===== config.mk =====
export PLATFORM = sky130hd
export DESIGN_NAME = bcd_stopwatch_ctrl
export DESIGN_NICKNAME = d
export VERILOG_FILES = /design/src/rtl/stopwatch_pkg.sv /design/src/rtl/bcd_digit_cell.sv /design/src/rtl/bcd_stopwatch_ctrl.sv
export SDC_FILE = /design/constraint.sdc
export NUM_CORES = 1
export LEC_CHECK = 0
export ABC_AREA = 0
export BUFFER_PORTS_ARGS = -buffer_cell sky130_fd_sc_hd__buf_2
export CAP_MARGIN = 20
export CORE_ASPECT_RATIO = 0.75
export CORE_MARGIN = 4
export CORE_UTILIZATION = 35
export DETAILED_ROUTE_END_ITERATION = 8
export GPL_ROUTABILITY_DRIVEN = 0
export PLACE_DENSITY_LB_ADDON = 0.1
export SLEW_MARGIN = 20
export SYNTH_ARGS = -nofsm -noshare
export SYNTH_HDL_FRONTEND = slang
export SYNTH_HIERARCHICAL = 1
export SYNTH_SLANG_ARGS = --single-unit

===== constraint.sdc =====
create_clock -name clk -period 3.35 [get_ports clk]
set_input_delay 0.1675 -clock clk [delete_from_list [all_inputs] [get_ports clk]]
set_output_delay 0.1675 -clock clk [all_outputs]
set_load 0.03 [all_outputs]

===== src/rtl/stopwatch_pkg.sv =====
// Shared types and helpers for the BCD stopwatch controller.
package stopwatch_pkg;

   localparam int DIGIT_W = 4;

   typedef enum logic [1:0] {
      ST_IDLE  = 2'd0,
      ST_RUN   = 2'd1,
      ST_PAUSE = 2'd2,
      ST_DONE  = 2'd3
   } sw_state_t;

   // Largest legal value of a digit: 5 for a base-6 digit, 9 otherwise.
   function automatic logic [DIGIT_W-1:0] digit_max(input logic sexa);
      return sexa ? 4'd5 : 4'd9;
   endfunction

endpackage


===== src/rtl/bcd_digit_cell.sv =====
// One BCD digit of the stopwatch count. Steps up or down when step_in is
// high, and raises step_out when it rolls over, so that the next digit
// steps in the same cycle. Loads saturate to the digit maximum.
module bcd_digit_cell
   import stopwatch_pkg::*;
#(
   parameter bit SEXA = 1'b0
) (
   input  logic               clk,
   input  logic               rst_n,
   input  logic               clr,
   input  logic               load,
   input  logic [DIGIT_W-1:0] load_val,
   input  logic               step_in,
   input  logic               down,
   output logic               step_out,
   output logic [DIGIT_W-1:0] value,
   output logic [DIGIT_W-1:0] nxt
);

   localparam logic [DIGIT_W-1:0] MAX = digit_max(SEXA);

   logic at_max;
   logic at_zero;

   assign at_max   = (value == MAX);
   assign at_zero  = (value == '0);
   assign step_out = step_in & (down ? at_zero : at_max);

   // Next digit value: clear beats load beats step.
   always_comb begin
      nxt = value;
      if (clr) begin
         nxt = '0;
      end else if (load) begin
         nxt = (load_val > MAX) ? MAX : load_val;
      end else if (step_in) begin
         if (down) begin
            nxt = at_zero ? MAX : value - 4'd1;
         end else begin
            nxt = at_max ? '0 : value + 4'd1;
         end
      end
   end

   // Digit register.
   always_ff @(posedge clk or negedge rst_n) begin
      if (!rst_n) begin
         value <= '0;
      end else begin
         value <= nxt;
      end
   end

endmodule


===== src/rtl/bcd_stopwatch_ctrl.sv =====
// Run/pause/clear BCD stopwatch with internal tick prescaler, up/down
// counting, saturating preset load and lap freeze. Feeds the 7-segment
// scan driver from registered values only.
module bcd_stopwatch_ctrl
   import stopwatch_pkg::*;
#(
   parameter int                    NUM_DIGITS = 4,
   parameter int                    CLK_DIV    = 10,
   parameter logic [NUM_DIGITS-1:0] SEXA_MASK  = 4'b1000
) (
   input  logic                            clk,
   input  logic                            rst_n,
   input  logic                            key_ps_en,
   input  logic                            key_rst_en,
   input  logic                            key_lap_en,
   input  logic                            count_down,
   input  logic                            preset_load,
   input  logic [DIGIT_W*NUM_DIGITS-1:0]   preset_val,
   output logic [DIGIT_W*NUM_DIGITS-1:0]   disp_digits,
   output logic                            running,
   output logic                            lap_active,
   output logic                            wrap_pulse,
   output logic                            done_pulse
);

   localparam int CNT_W = DIGIT_W * NUM_DIGITS;
   // Keep at least one prescaler bit so CLK_DIV = 1 still elaborates.
   localparam int PW    = (CLK_DIV > 1) ? $clog2(CLK_DIV) : 1;
   localparam logic [PW-1:0] PRESC_LAST = PW'(CLK_DIV - 1);

   sw_state_t           state, state_nxt;
   logic [PW-1:0]       presc, presc_nxt;
   logic [CNT_W-1:0]    count, count_nxt;
   logic [CNT_W-1:0]    lap_reg;
   logic                lap_cap;
   logic                lap_act_nxt;
   logic                clr, load;
   logic                tick;
   logic                step0;
   logic [NUM_DIGITS:0] step_c;
   logic                cnt_zero, cnt_one;
   logic                done_nxt;
   logic                wrap_nxt;

   assign cnt_zero = (count == '0);
   assign cnt_one  = (count == CNT_W'(1));
   assign tick     = (state == ST_RUN) && (presc == PRESC_LAST);

   // Step into the least significant digit; a down-count already at zero
   // holds rather than borrowing round to all-max.
   assign step0     = tick & ~(count_down & cnt_zero);
   assign step_c[0] = step0;

   // Carry out of the top digit on an up step is exactly the all-max wrap.
   assign wrap_nxt = step_c[NUM_DIGITS] & ~count_down;

   // Digit chain, least significant first.
   for (genvar i = 0; i < NUM_DIGITS; i++) begin : g_digit
      bcd_digit_cell #(
         .SEXA (SEXA_MASK[i])
      ) u_cell (
         .clk      (clk),
         .rst_n    (rst_n),
         .clr      (clr),
         .load     (load),
         .load_val (preset_val[i*DIGIT_W +: DIGIT_W]),
         .step_in  (step_c[i]),
         .down     (count_down),
         .step_out (step_c[i+1]),
         .value    (count[i*DIGIT_W +: DIGIT_W]),
         .nxt      (count_nxt[i*DIGIT_W +: DIGIT_W])
      );
   end

   // Next-state, prescaler and lap control, in priority order
   // clear > preset > tick > run/pause key > lap key.
   always_comb begin
      state_nxt   = state;
      presc_nxt   = presc;
      clr         = 1'b0;
      load        = 1'b0;
      done_nxt    = 1'b0;
      lap_cap     = 1'b0;
      lap_act_nxt = lap_active;

      if (key_rst_en) begin
         state_nxt   = ST_IDLE;
         presc_nxt   = '0;
         clr         = 1'b1;
         lap_act_nxt = 1'b0;
      end else begin
         if (state == ST_RUN) begin
            presc_nxt = tick ? '0 : presc + PW'(1);
         end

         if (preset_load && (state != ST_RUN)) begin
            load      = 1'b1;
            presc_nxt = '0;
            if (state == ST_DONE) begin
               state_nxt = ST_IDLE;
            end
         end else begin
            done_nxt = tick & count_down & (cnt_one | cnt_zero);
            if (done_nxt) begin
               state_nxt = ST_DONE;
            end else if (key_ps_en) begin
               case (state)
                  ST_IDLE:  if (!(count_down && cnt_zero)) state_nxt = ST_RUN;
                  ST_RUN:   state_nxt = ST_PAUSE;
                  ST_PAUSE: state_nxt = ST_RUN;
                  default:  state_nxt = state;
               endcase
            end
         end

         if (key_lap_en) begin
            if (!lap_active) begin
               lap_cap     = 1'b1;
               lap_act_nxt = 1'b1;
            end else begin
               lap_act_nxt = 1'b0;
            end
         end
      end
   end

   // State, prescaler, lap and registered status outputs.
   always_ff @(posedge clk or negedge rst_n) begin
      if (!rst_n) begin
         state      <= ST_IDLE;
         presc      <= '0;
         lap_reg    <= '0;
         lap_active <= 1'b0;
         running    <= 1'b0;
         wrap_pulse <= 1'b0;
         done_pulse <= 1'b0;
      end else begin
         state      <= state_nxt;
         presc      <= presc_nxt;
         lap_active <= lap_act_nxt;
         running    <= (state_nxt == ST_RUN);
         wrap_pulse <= wrap_nxt;
         done_pulse <= done_nxt;
         if (clr) begin
            lap_reg <= '0;
         end else if (lap_cap) begin
            lap_reg <= count_nxt;
         end
      end
   end

   assign disp_digits = lap_active ? lap_reg : count;

endmodule


==> results list, run 1 <==
- The root buffer cell chosen for the clock tree is sky130_fd_sc_hd__clkbuf_16.
- Final critical-path setup slack: approximately 0.29 ns
* Internal Dissipation: roughly 950 uW
* Leakage Power: 0.00166 uW
- The floorplan step set the die width to 118 um.
- The endpoint identified for the worst register-to-register timing path is lap_reg[13]$_DFFE_PN0P_.
- Final antenna-violating net count: 0
- Top Metal Used: met4
- Max-slew violation count: 0
- Summed area of non-filler cells in the final layout: between 3000 and 4000 um^2
* Power density normalized to cell area: roughly 370 nW/um^2
- In the synthesized netlist the async set-or-reset flop fraction comes to 100%.
* Fraction of power consumed by sequential logic: 40.1%
- Antenna violations before repair: 0
- Setup violations remaining at the end of the flow were counted as 0.
- A synthesized cell averages 9.00 um^2.
- After detailed routing, the average wire length per cell comes to 17.6 um.
* Max-Cap Viols: 0
- Tightest Pin Transition: a little over 0.9 ns
- Clock share of power: 36.2%
- Using the TritonRoute via totals, the vias-per-cell ratio works out to ~5.6.
- Via total after detailed routing: ~2900
- Worst slack at placement: 0.315 ns
- The worst-case IR drop observed on VDD is 0.174 mV.
- In this run the cell area measured after placement is 3570 um^2.
- In this run the power spent charging and discharging nets is 432 uW.
* Reg2reg path depth: 13
- Clock-pin slew was measured on the worst setup and hold paths at about 0.06 ns.
- Clock net sink count: 42
- Switching share of power: 31.3%
* Die area: between 10000 and 15000 um^2
* Count of input and output buffers: 42
- The library cell used most frequently in the layout, excluding fill and tap cells, is sky130_fd_sc_hd__nand2_1.
- Synthesized netlist cell count: ~350
* Met2 routed wirelength: 3570 um
* Detailed route wirelength on metal3: 639 um
- Post-route clock skew: 0.00521 ns
* Clock latency on the worst-skew pair: 0.29 ns
- Aggregate global routing overflow: 0
- Total nets after synthesis: 395
* Combinational fraction of design power: 23.7%
- I/O pins: 43
- In the synthesized netlist the dominant register cell turns out to be sky130_fd_sc_hd__dfrtp_1.
* Setup repair after global routing missed its margin: false
- Once the floorplan was initialized, standard cells occupied 36.7% of the core.
- In the final routing, the length of wire on met1 measures 4690 um.
- Worst rel slew slack: 38.3%
- Sorting the synthesized cells by area gives the leading types as sky130_fd_sc_hd__dfrtp_1 (33%), sky130_fd_sc_hd__ha_1 (7.1%), sky130_fd_sc_hd__mux2_2 (5.7%).
- The H-tree was split into 2 levels.
- The first global-routing pass estimated 14900 um of wire.
- Overall power consumption after layout is estimated at ~1400 uW.
- Number of buffers added by the clock tree synthesis step: 5
* TritonRoute pass-1 iters: 4
- Pin count of the biggest net entering global routing: 43
- Post-detailed-routing wire length: 9030 um
* Number of endpoints with negative hold slack in the final report: 0
- Cell accounting for the most synthesized area: sky130_fd_sc_hd__dfrtp_1
- In this run the worst setup path terminates at lap_reg[13]$_DFFE_PN0P_.
- Distinct cells, synth: 56
- Clock period minus worst slack: around 3.1 ns
- The setup check on the worst reg-to-reg path leaves a slack of slightly below 0.3 ns.
- Yosys top cell area share: 33.0%
* Min-Delay Path Class: in2reg
* Result of the run: finished clean
* Endpoint type of the worst setup path: flop
- Of all nets on the critical path, the largest fanout is 7.
* Buffer depth of the longest clock path: 2
* Top library cells by usage in the layout, fill and taps aside: sky130_fd_sc_hd__nand2_1 (45), sky130_fd_sc_hd__dfrtp_1 (42), sky130_fd_sc_hd__buf_2 (41)
* Antenna cells: 0
- Number of synthesized register bits: 42
- Worst endpoint required time: 3.56 ns
- The worst setup path is launched from a flop.
* Peak clock frequency supported by timing: 0.327 GHz
- The floorplan has 29 rows.
- The critical path in this run is classified as reg2reg.
* Via count of the first global-routing pass: 2800
- Final worst-path cycle share: about 91%
* HPWL after detailed placement: about 6300 um
* Net total in the final layout: 445
- Core Footprint: 8670 um^2
- Cell area after synthesis: around 3200 um^2
* 1st-iter DRT viols: 191
* Critical Path AT: 3.27 ns
- All-layer global routing usage: 17.2%
* Register area share after synthesis: 33.0%
- Setup total negative slack: 0 ns
- Vertical die dimension: about 91 um
- Critical R2R Launch: g_digit[0].u_cell/value[1]$_DFF_PN0_
- Counting flops with a built-in enable in the synthesized netlist gives 0.
- Startpoint of the worst setup timing path: g_digit[0].u_cell/value[1]$_DFF_PN0_
* Share of post-route cells with drive strength above 1: 26.4%
* TritonCTS clock tree: done
- The Yosys step of the flow raised 6 warnings.
* Remaining DRCs: 0
- Syn-to-layout area delta: 17.1%
==> kinds of logic (layout without fill, tap and decap cells) <==
| family | after synthesis | in the layout | share of synthesized area (%) |
|---|---|---|---|
| simple gates | 144 | 144 | 27.6 |
| compound gates | 90 | 90 | 19.3 |
| flops | 42 | 42 | 33.0 |
| buf+inv | 39 | 90 | 5.66 |
| mux | 21 | 21 | 7.34 |
| fa+ha+maj | 18 | 18 | 7.07 |
==> power by group through the flow <==
stage / sequential [uW] / clock (uW) / combinational (uW)
3_5_place_dp: 563 / 0 / 325
5_1_grt: 558 / 536 / 362
6_report: 554 / 500 / 326
3_3_place_gp: 563 / 0 / 325
4_1_cts: 554 / 521 / 327
2_1_floorplan: 567 / 0 / 210
==> worst min-delay path by stage <==
stage                        startpoint                              endpoint  slack [ns]  cells past startpoint
after detailed placement          rst_n                lap_reg[2]$_DFFE_PN0P_        0.41                      1
after global placement            rst_n                lap_reg[2]$_DFFE_PN0P_        0.42                      1
after global routing      preset_val[5]  g_digit[1].u_cell/value[1]$_DFF_PN0_        0.20                      3
after floorplan                   rst_n                  done_pulse$_DFF_PN0_       -0.13                      0
after CTS                         rst_n                lap_reg[4]$_DFFE_PN0P_         0.1                      1
final                        key_lap_en                lap_active$_DFFE_PN0P_        0.19                      3
==> metrics by stage <==
stage,util [%],hold WS [ns],std cells
floorplan,-,-0.128,354
global placement,41.1,0.415,504
detailed placement,41.1,0.409,504
CTS,42.9,0.0964,512
global route,43.0,0.201,513
finish,43.0,0.190,513
==> worst max-delay path, cell delays in order, from the launching register on <==
cell,delay [ns]
sky130_fd_sc_hd__dfrtp_1,0.46
sky130_fd_sc_hd__inv_1,0.18
sky130_fd_sc_hd__ha_2,0.24
sky130_fd_sc_hd__nand3b_1,0.13
sky130_fd_sc_hd__nand2_1,0.10
sky130_fd_sc_hd__and3_1,0.17
sky130_fd_sc_hd__and3_1,0.18
sky130_fd_sc_hd__and3_1,0.26
sky130_fd_sc_hd__inv_2,0.09
sky130_fd_sc_hd__a31o_1,0.20
sky130_fd_sc_hd__or4_4,0.51
sky130_fd_sc_hd__a221oi_2,0.27
sky130_fd_sc_hd__nand2_1,0.07
sky130_fd_sc_hd__a21oi_1,0.12
==> synth_stat cells (all sizes together), types with 4 or more instances <==
cell type / n
nor2: 22
a21oi: 35
nor4: 4
nand2: 45
dfrtp: 42
o31ai: 4
nand4b: 5
o211ai: 6
nand3b: 14
o21ai: 12
and2b: 4
buf: 19
nor3: 8
a221oi: 7
mux2: 19
nand2b: 14
inv: 20
a31oi: 4
ha: 18
or3: 7
==> per-layer routing <==
metal	vias up	GRT usage, %
li1	1393	-
met1	1368	26.0
met2	81	24.1
met3	16	4.07
met4	0	4.68
met5	-	0
==> what timing repair did <==
action	in CTS	in global routing
hold buffers	0	1
endpoints found under the hold margin	0	42
buffers inserted	0	0
resized for setup	0	1
endpoints found under the setup margin	0	1
==> final cells by class <==
class / instances / area [um^2]
clock buffers: 7 / 143
repair buffers: 62 / 365
fillers: 867 / 4940
inverters: 20 / 75.1
multi-input cells: 273 / 1960
flip-flops and latches: 42 / 1050
clock inverters: 1 / 5.00
well taps: 108 / 135
(Power assumes the default switching activity.)
==> inputs of run 2 (changes only) <==
Settings changed: RECOVER_POWER set to 25, SETUP_SLACK_MARGIN set to 0.1.
==> run 2 against run 1 <==
  * The run now ends with capacitance limit, slew limit left
  * Global-route usage unchanged
  * Design area about the same
  * Critical path depth down 1
  * Critical path type unchanged
==> results list, run 2 (synthesis results as in run 1) <==
- After detailed routing, the average wire length per cell comes to roughly 18 um.
* Longest individual stage delay on the worst path: 0.51 ns
- Count of final setup violators: 0
- Die area: 10700 um^2
- Net switching is between 30% and 40% of the power.
- Pin count of the biggest net entering global routing: 43
- Critical Path AT: 3.18 ns
- Internal power comes to 948 uW.
* Worst endpoint required time: between 3 and 4 ns
- Setup total negative slack: 0 ns
- After the first detailed-routing iteration, the DRC count stood at approximately 190.
* Post-detailed-routing wire length: 9020 um
* Most common cell after layout, fill and taps aside: sky130_fd_sc_hd__nand2_1
- In the finished design, the share of the clock period the worst path needs comes to between 80% and 90%.
- Among all stages on the critical path, the largest delay is contributed by sky130_fd_sc_hd__or4_4.
* Launch instance of the worst min-delay path: key_lap_en
- I/O pins: 43
- # fillers: 866
- Buffer depth of the longest clock path: 2
- TritonCTS built the clock tree.
- Along the worst path, the maximum fanout reaches 5.
- Summed area of non-filler cells in the final layout: 3730 um^2
- Setup repair after global routing left no endpoint under its margin.
* Tightest Pin Transition: 2.50 ns
- Syn-to-layout area delta: 17.0%
* Horizontal die dimension: 118 um
* Area occupied by multi-input gates: ~2000 um^2
- Final antenna-violating net count: 0
- Area of placed instances: 3570 um^2
* Core Util, Final: 43.0%
- All-layer global routing usage: 17.2%
- The routed layout has 2859 vias.
- In this run, flip-flops and latches consume approximately 40% of the power.
- The run finished, with violations left.
- Post-route clock skew: roughly 0.0032 ns
- The worst register-to-register path ends at lap_reg[13]$_DFFE_PN0P_.
* Number of buffers added by the clock tree synthesis step: 5
* Clock latency on the worst-skew pair: between 0.2 and 0.3 ns
- Worst Path Class, Setup: reg2reg
- Counting cells, the worst reg-to-reg path comes to 12.
* Worst slack at placement: 0.315 ns
* Post-CTS clock slew at the launch and capture registers of the worst setup and hold paths: approximately 0.060 ns
- Of the total power, the clock network draws 36.1%.
- Share of post-route cells with drive strength above 1: 26.7%
- The H-tree was split into 2 levels.
- Register-to-register path setup slack: 0.38 ns
- Via count of the first global-routing pass: 2800
- The worst register-to-register path begins at presc[0]$_DFFE_PN0P_.
- In this run the tightest slew margin relative to its limit is -66.9%.
- Derived from the worst setup path, the maximum achievable clock frequency is about 0.34 GHz.
- STA classifies the critical path endpoint as a flop.
- TritonRoute pass-1 iters: 4
- The library cells used most frequently in the layout, excluding fill and tap cells, are sky130_fd_sc_hd__nand2_1 (45), sky130_fd_sc_hd__dfrtp_1 (42), sky130_fd_sc_hd__buf_2 (41).
- Core Footprint: 8670 um^2
- Post-CTS setup-driven buffer insertion count: 0
* Initial cell density of the core: 36.7%
- Max-slew violation count: 43
* Hold Path Cell Cnt: 3
- The sequential cells in the finished layout cover a total of 1050 um^2.
- Final critical-path setup slack: between 0.3 and 0.4 ns
- VDD sags by at most ~0.17 mV.
- Cell breakdown of the critical path: ha_1 -> nand3b_4 -> nor3_1 -> and3_1 -> and3_1 -> and3_2 -> inv_2 -> a31o_1 -> or4_4 -> a221oi_2 -> nand2_1 -> a21oi_1
- Antenna violations before repair: 0
- First-pass GRT wire length: 14900 um
- Aggregate global routing overflow: 0
- Power density normalized to cell area: 370 nW/um^2
- Critical path launch point type: flop
* Max-Cap Viols: 1
* Detailed-route vias per instance: between 5 and 6
- Detailed placement finished with a half-perimeter wire length of 6260 um.
- The checks that failed: capacitance limit, slew limit.
* Vertical die dimension: 90.6 um
- The critical path starts at presc[0]$_DFFE_PN0P_.
* Worst hold slack across all endpoints: 0.193 ns
- The worst hold path belongs to the class in2reg.
* Leakage Power: 0.00165 uW
- In this run the tool buffered the top-level ports with 42 buffer cells.
- Combinational fraction of design power: about a quarter
* Worst path most repeated cell: sky130_fd_sc_hd__and3_1
* Master cell of the clock root buffer: sky130_fd_sc_hd__clkbuf_16
- In this run the power spent charging and discharging nets is 431 uW.
- Number of placement rows: 29
- Endpoint with the worst hold slack: lap_active$_DFFE_PN0P_
- After detailed routing, the number of remaining DRC violations is 0.
- The worst path in the final design needs a cycle of 2.97 ns, including I/O delays and setup.
* Antenna cells: 0
- The hold violation total from the final report is 0.
* Net total in the final layout: 445
- Clock net sink count: 42
[run 2: cell types whose count changed in the layout (fill, tap and decap cells not counted), sizes merged]
cell	previous run	this run
clkbuf	7	8
buf	61	60
[run 2: per-layer routing]
metal,global-route usage (%),routed length (um),up-vias
met2,24.1,3560,87
met4,4.68,133,0
li1,-,-,1394
met1,26.0,4770,1362
met3,4.07,562,16
met5,0,0,-
[run 2: worst max-delay path by stage]
stage / cells after the start / slack [ns] / to
after global routing: 13 / 0.15 / lap_reg[13]$_DFFE_PN0P_
final: 12 / 0.38 / lap_reg[13]$_DFFE_PN0P_
after detailed placement: 13 / 0.32 / lap_reg[13]$_DFFE_PN0P_
after floorplan: 13 / 0.30 / lap_reg[13]$_DFFE_PN0P_
after global placement: 13 / 0.41 / lap_reg[13]$_DFFE_PN0P_
after CTS: 13 / 0.29 / lap_reg[13]$_DFFE_PN0P_
[run 2: per-stage QoR]
stage | total power, uW | cells
after detailed placement | 888 | 504
after floorplan | 777 | 354
final | 1380 | 513
after global routing | 1460 | 513
after global placement | 887 | 504
after CTS | 1400 | 512
[run 2: final cells by class]
| type | instances | area share (%) |
|---|---|---|
| Clock inverter | 1 | 0.134 |
| Timing Repair Buffer | 62 | 9.70 |
| Inverter | 20 | 2.01 |
| Tap cell | 108 | 3.62 |
| Clock buffer | 7 | 3.83 |
| Sequential cell | 42 | 28.2 |
| Multi-Input combinational cell | 273 | 52.5 |
[run 2: what timing repair did]
| item | CTS | global route |
|---|---|---|
| setup endpoints to repair | 0 | 1 |
| endpoints found under the hold margin | 0 | 42 |
| resized for setup | 0 | 3 |
| hold buffers | 0 | 1 |
[run 2: critical path: cells and delay by family, from the launching register on]
family	cells	cell delay [ns]
compound gates	3	0.59
flops	1	0.43
simple gates	7	1.59
buf+inv	1	0.07
fa+ha+maj	1	0.22
[run 2: power groups by stage]
stage / clock network, uW / registers [uW] / logic, uW
2_1_floorplan: 0 / 567 / 210
3_3_place_gp: 0 / 563 / 325
3_5_place_dp: 0 / 563 / 325
4_1_cts: 521 / 554 / 327
5_1_grt: 536 / 558 / 362
6_report: 498 / 554 / 326
==> inputs of run 3 (changes only) <==
Settings changed: RECOVER_POWER 25 to 50.
Clock period 3.35 ns to 3.69 ns, I/O delays scaled along.
==> run 3 against run 2 <==
  * Maximum frequency fell by 10%
  * Setup slack gained 0.0085 ns
  * Combinational power shrank 13%
  * The flow still finishes with violations (capacitance limit, slew limit)
  * Sequential share of layout area rose by 0.67 points
  * Clock power shrank 6.4%
  * Clock skew grew 0.0061 ns
  * Critical path depth is 1 higher
  * Wire length is 3.1% lower
  * First-iteration DRC count increased by 3.1%
  * Via count shrank 3.0%
  * Non-clock buffer count decreased by 5
==> results list, run 3 (synthesis results as in run 1) <==
* Result of the run: finished with violations
* Violations in the final reports: capacitance limit, slew limit
- In this run the worst path has a maximum fanout of 5.
- The critical path goes through inv_1 -> ha_1 -> nand3b_4 -> nor3_1 -> and3_2 -> and3_1 -> and3_1 -> inv_2 -> a31o_1 -> or4_4 -> a221oi_2 -> nand2_1 -> a21oi_1.
- Detailed-route vias per instance: between 5 and 6
- After layout, the minimum clock period comes to 3.31 ns.
- For the worst setup path, the data required time is 3.91 ns.
* All-layer global routing usage: between 10% and 20%
- The cell sitting at the root of the clock tree is a sky130_fd_sc_hd__clkbuf_16.
- H-Tree Level Count: 2
- The area growth from synthesis to layout is 15.0%.
- In this design, the stage delay of the slowest critical-path cell is 0.51 ns.
- Power density normalized to cell area: around 340 nW/um^2
* Core Footprint: 8670 um^2
* Post-detailed-routing wire length: about 9000 um
* Critical Path AT: 3.53 ns
* 1st-iter DRT viols: 197
- At the pin with the least slew margin, the transition time is 2.44 ns.
* Clock latency on the worst-skew pair: roughly 0.3 ns
* Routing usage on met1: 25.5%
* Number of endpoints with negative hold slack in the final report: 0
- Buffer depth of the longest clock path: 2
* Setup repair after global routing missed its margin: false
- Remaining DRCs: 0
- Startpoint of the worst setup timing path: presc[1]$_DFFE_PN0P_
* Layer with the highest usage: met1
* GR met3 Demand/Resource: 3.57%
- Leaving out fill and tap cells, the most frequent cell in the layout is sky130_fd_sc_hd__nand2_1.
- The top cell types in the final layout, fill and taps aside, are sky130_fd_sc_hd__nand2_1 (45), sky130_fd_sc_hd__buf_2 (38), sky130_fd_sc_hd__dfrtp_1 (37).
- STA classifies the critical path startpoint as a flop.
* Final critical-path setup slack: around 0.38 ns
- Met2 Use GR: 22.8%
- In this run the vertical extent of the chip is a little over 90 um.
* Endpoint type of the worst setup path: flop
* Net total in the final layout: 440
- The worst hold path belongs to the class in2reg.
- The initial antenna violation count came to 0.
- HPWL after detailed placement: 5990 um
- The number of global-route vias before repair is between 2000 and 3000.
* Horizontal die dimension: around 120 um
- For this run, the detailed router's first-pass iteration total came to 5.
- Number of buffers added by the clock tree synthesis step: 5
* Share of post-route cells with drive strength above 1: 24.8%
- Initial cell density of the core: 36.7%
- Among all stages on the critical path, the largest delay is contributed by sky130_fd_sc_hd__or4_4.
- Leakage Power: between 0.0015 and 0.002 uW
* Power after layout: between 1000 and 1500 uW
- The count of nets left with antenna violations once routing finished came out at 0.
- Among the stages of the critical path, the cell type that occurs most often is sky130_fd_sc_hd__and3_1.
* Worst slack at placement: 0.334 ns
* Peak clock frequency supported by timing: between 0.3 and 0.4 GHz
- Post-route clock skew: approximately 0.0093 ns
- In this run the core area contains 29 standard-cell rows.
- The detailed router placed 2774 vias in this run.
* I/O pins: 43
* Launch instance of the worst min-delay path: key_lap_en
- Average wire per cell in the routed design: about 17 um
- Across the run, the number of max-cap violations was 1.
* Count of final setup violators: 0
* Max-slew violation count: between 40 and 50
- The number of setup buffers added after CTS is 0.
* Worst rel slew slack: -62.6%
- After routing the design area is 3660 um^2.
- Setup total negative slack: 0 ns
- Summed over all layers, the global routing overflow is 0.
- Maximum resistive drop on vdd: approximately 0.17 mV
* Area of placed instances: about 3500 um^2
- The count of buffers added on input and output ports is 42.
* Critical R2R Launch: presc[1]$_DFFE_PN0P_
- Antenna cells: 0
* Post-CTS clock slew at the launch and capture registers of the worst setup and hold paths: roughly 0.07 ns
- Entering global routing, the biggest net connects 43 pins.
* Final worst-path cycle share: between 80% and 90%
- TritonCTS built the clock tree.
- Clock net sink count: 42
- The critical path is of the reg2reg type.
- First-pass GRT wire length: 14400 um
- Die area: 10700 um^2
==> run 3: critical path, delay by kind of cell (launching register included) <==
family          cells  cell delay, ns
simple gates        7            1.85
buf+inv             2            0.16
flops               1            0.41
fa+ha+maj           1            0.19
compound gates      3            0.62
==> run 3: through the flow <==
| stage | hold WS (ns) | std cells | util, % |
|---|---|---|---|
| after global placement | 0.425 | 499 | 40.7 |
| after CTS | 0.101 | 507 | 42.4 |
| after floorplan | -0.111 | 354 | - |
| after detailed placement | 0.420 | 499 | 40.7 |
| final | 0.168 | 508 | 42.2 |
| after global routing | 0.177 | 508 | 42.2 |
==> run 3: worst paths after layout <==
kind / slack, ns / end / cells past startpoint
max in group asynchronous: 0.94 / g_digit[1].u_cell/value[2]$_DFF_PN0_ / 2
max reg2reg: 0.38 / lap_reg[13]$_DFFE_PN0P_ / 13
max: 0.38 / lap_reg[13]$_DFFE_PN0P_ / 13
min: 0.17 / lap_active$_DFFE_PN0P_ / 3
min reg2reg: 0.50 / presc[2]$_DFFE_PN0P_ / 1
min in group asynchronous: 1.18 / lap_reg[2]$_DFFE_PN0P_ / 2
==> run 3: final cells by class <==
type / count / area, um^2
timing repair buffer: 57 / 317
tap: 108 / 135
multi-input combinational: 273 / 1930
sequential: 42 / 1060
clock inverter: 3 / 23.8
clock buffer: 5 / 125
fill: 871 / 5010
inverter: 20 / 75.1
==> run 3: what timing repair did <==
| item | CTS | global route |
|---|---|---|
| hold endpoints to repair | 0 | 42 |
| endpoints found under the setup margin | 0 | 1 |
| resized for setup | 0 | 6 |
| hold buffers | 0 | 1 |
==> run 3: layer usage <==
metal	routed length, um	up-vias
li1	-	1375
met1	4670	1316
met2	3500	75
met3	468	8
met4	94	0
met5	0	-
==> run 3: report_power, final <==
group	internal, uW	total (uW)	switching (uW)
clock	254	466	212
sequential	481	507	25.9
combinational	106	282	176
total	840	1250	414
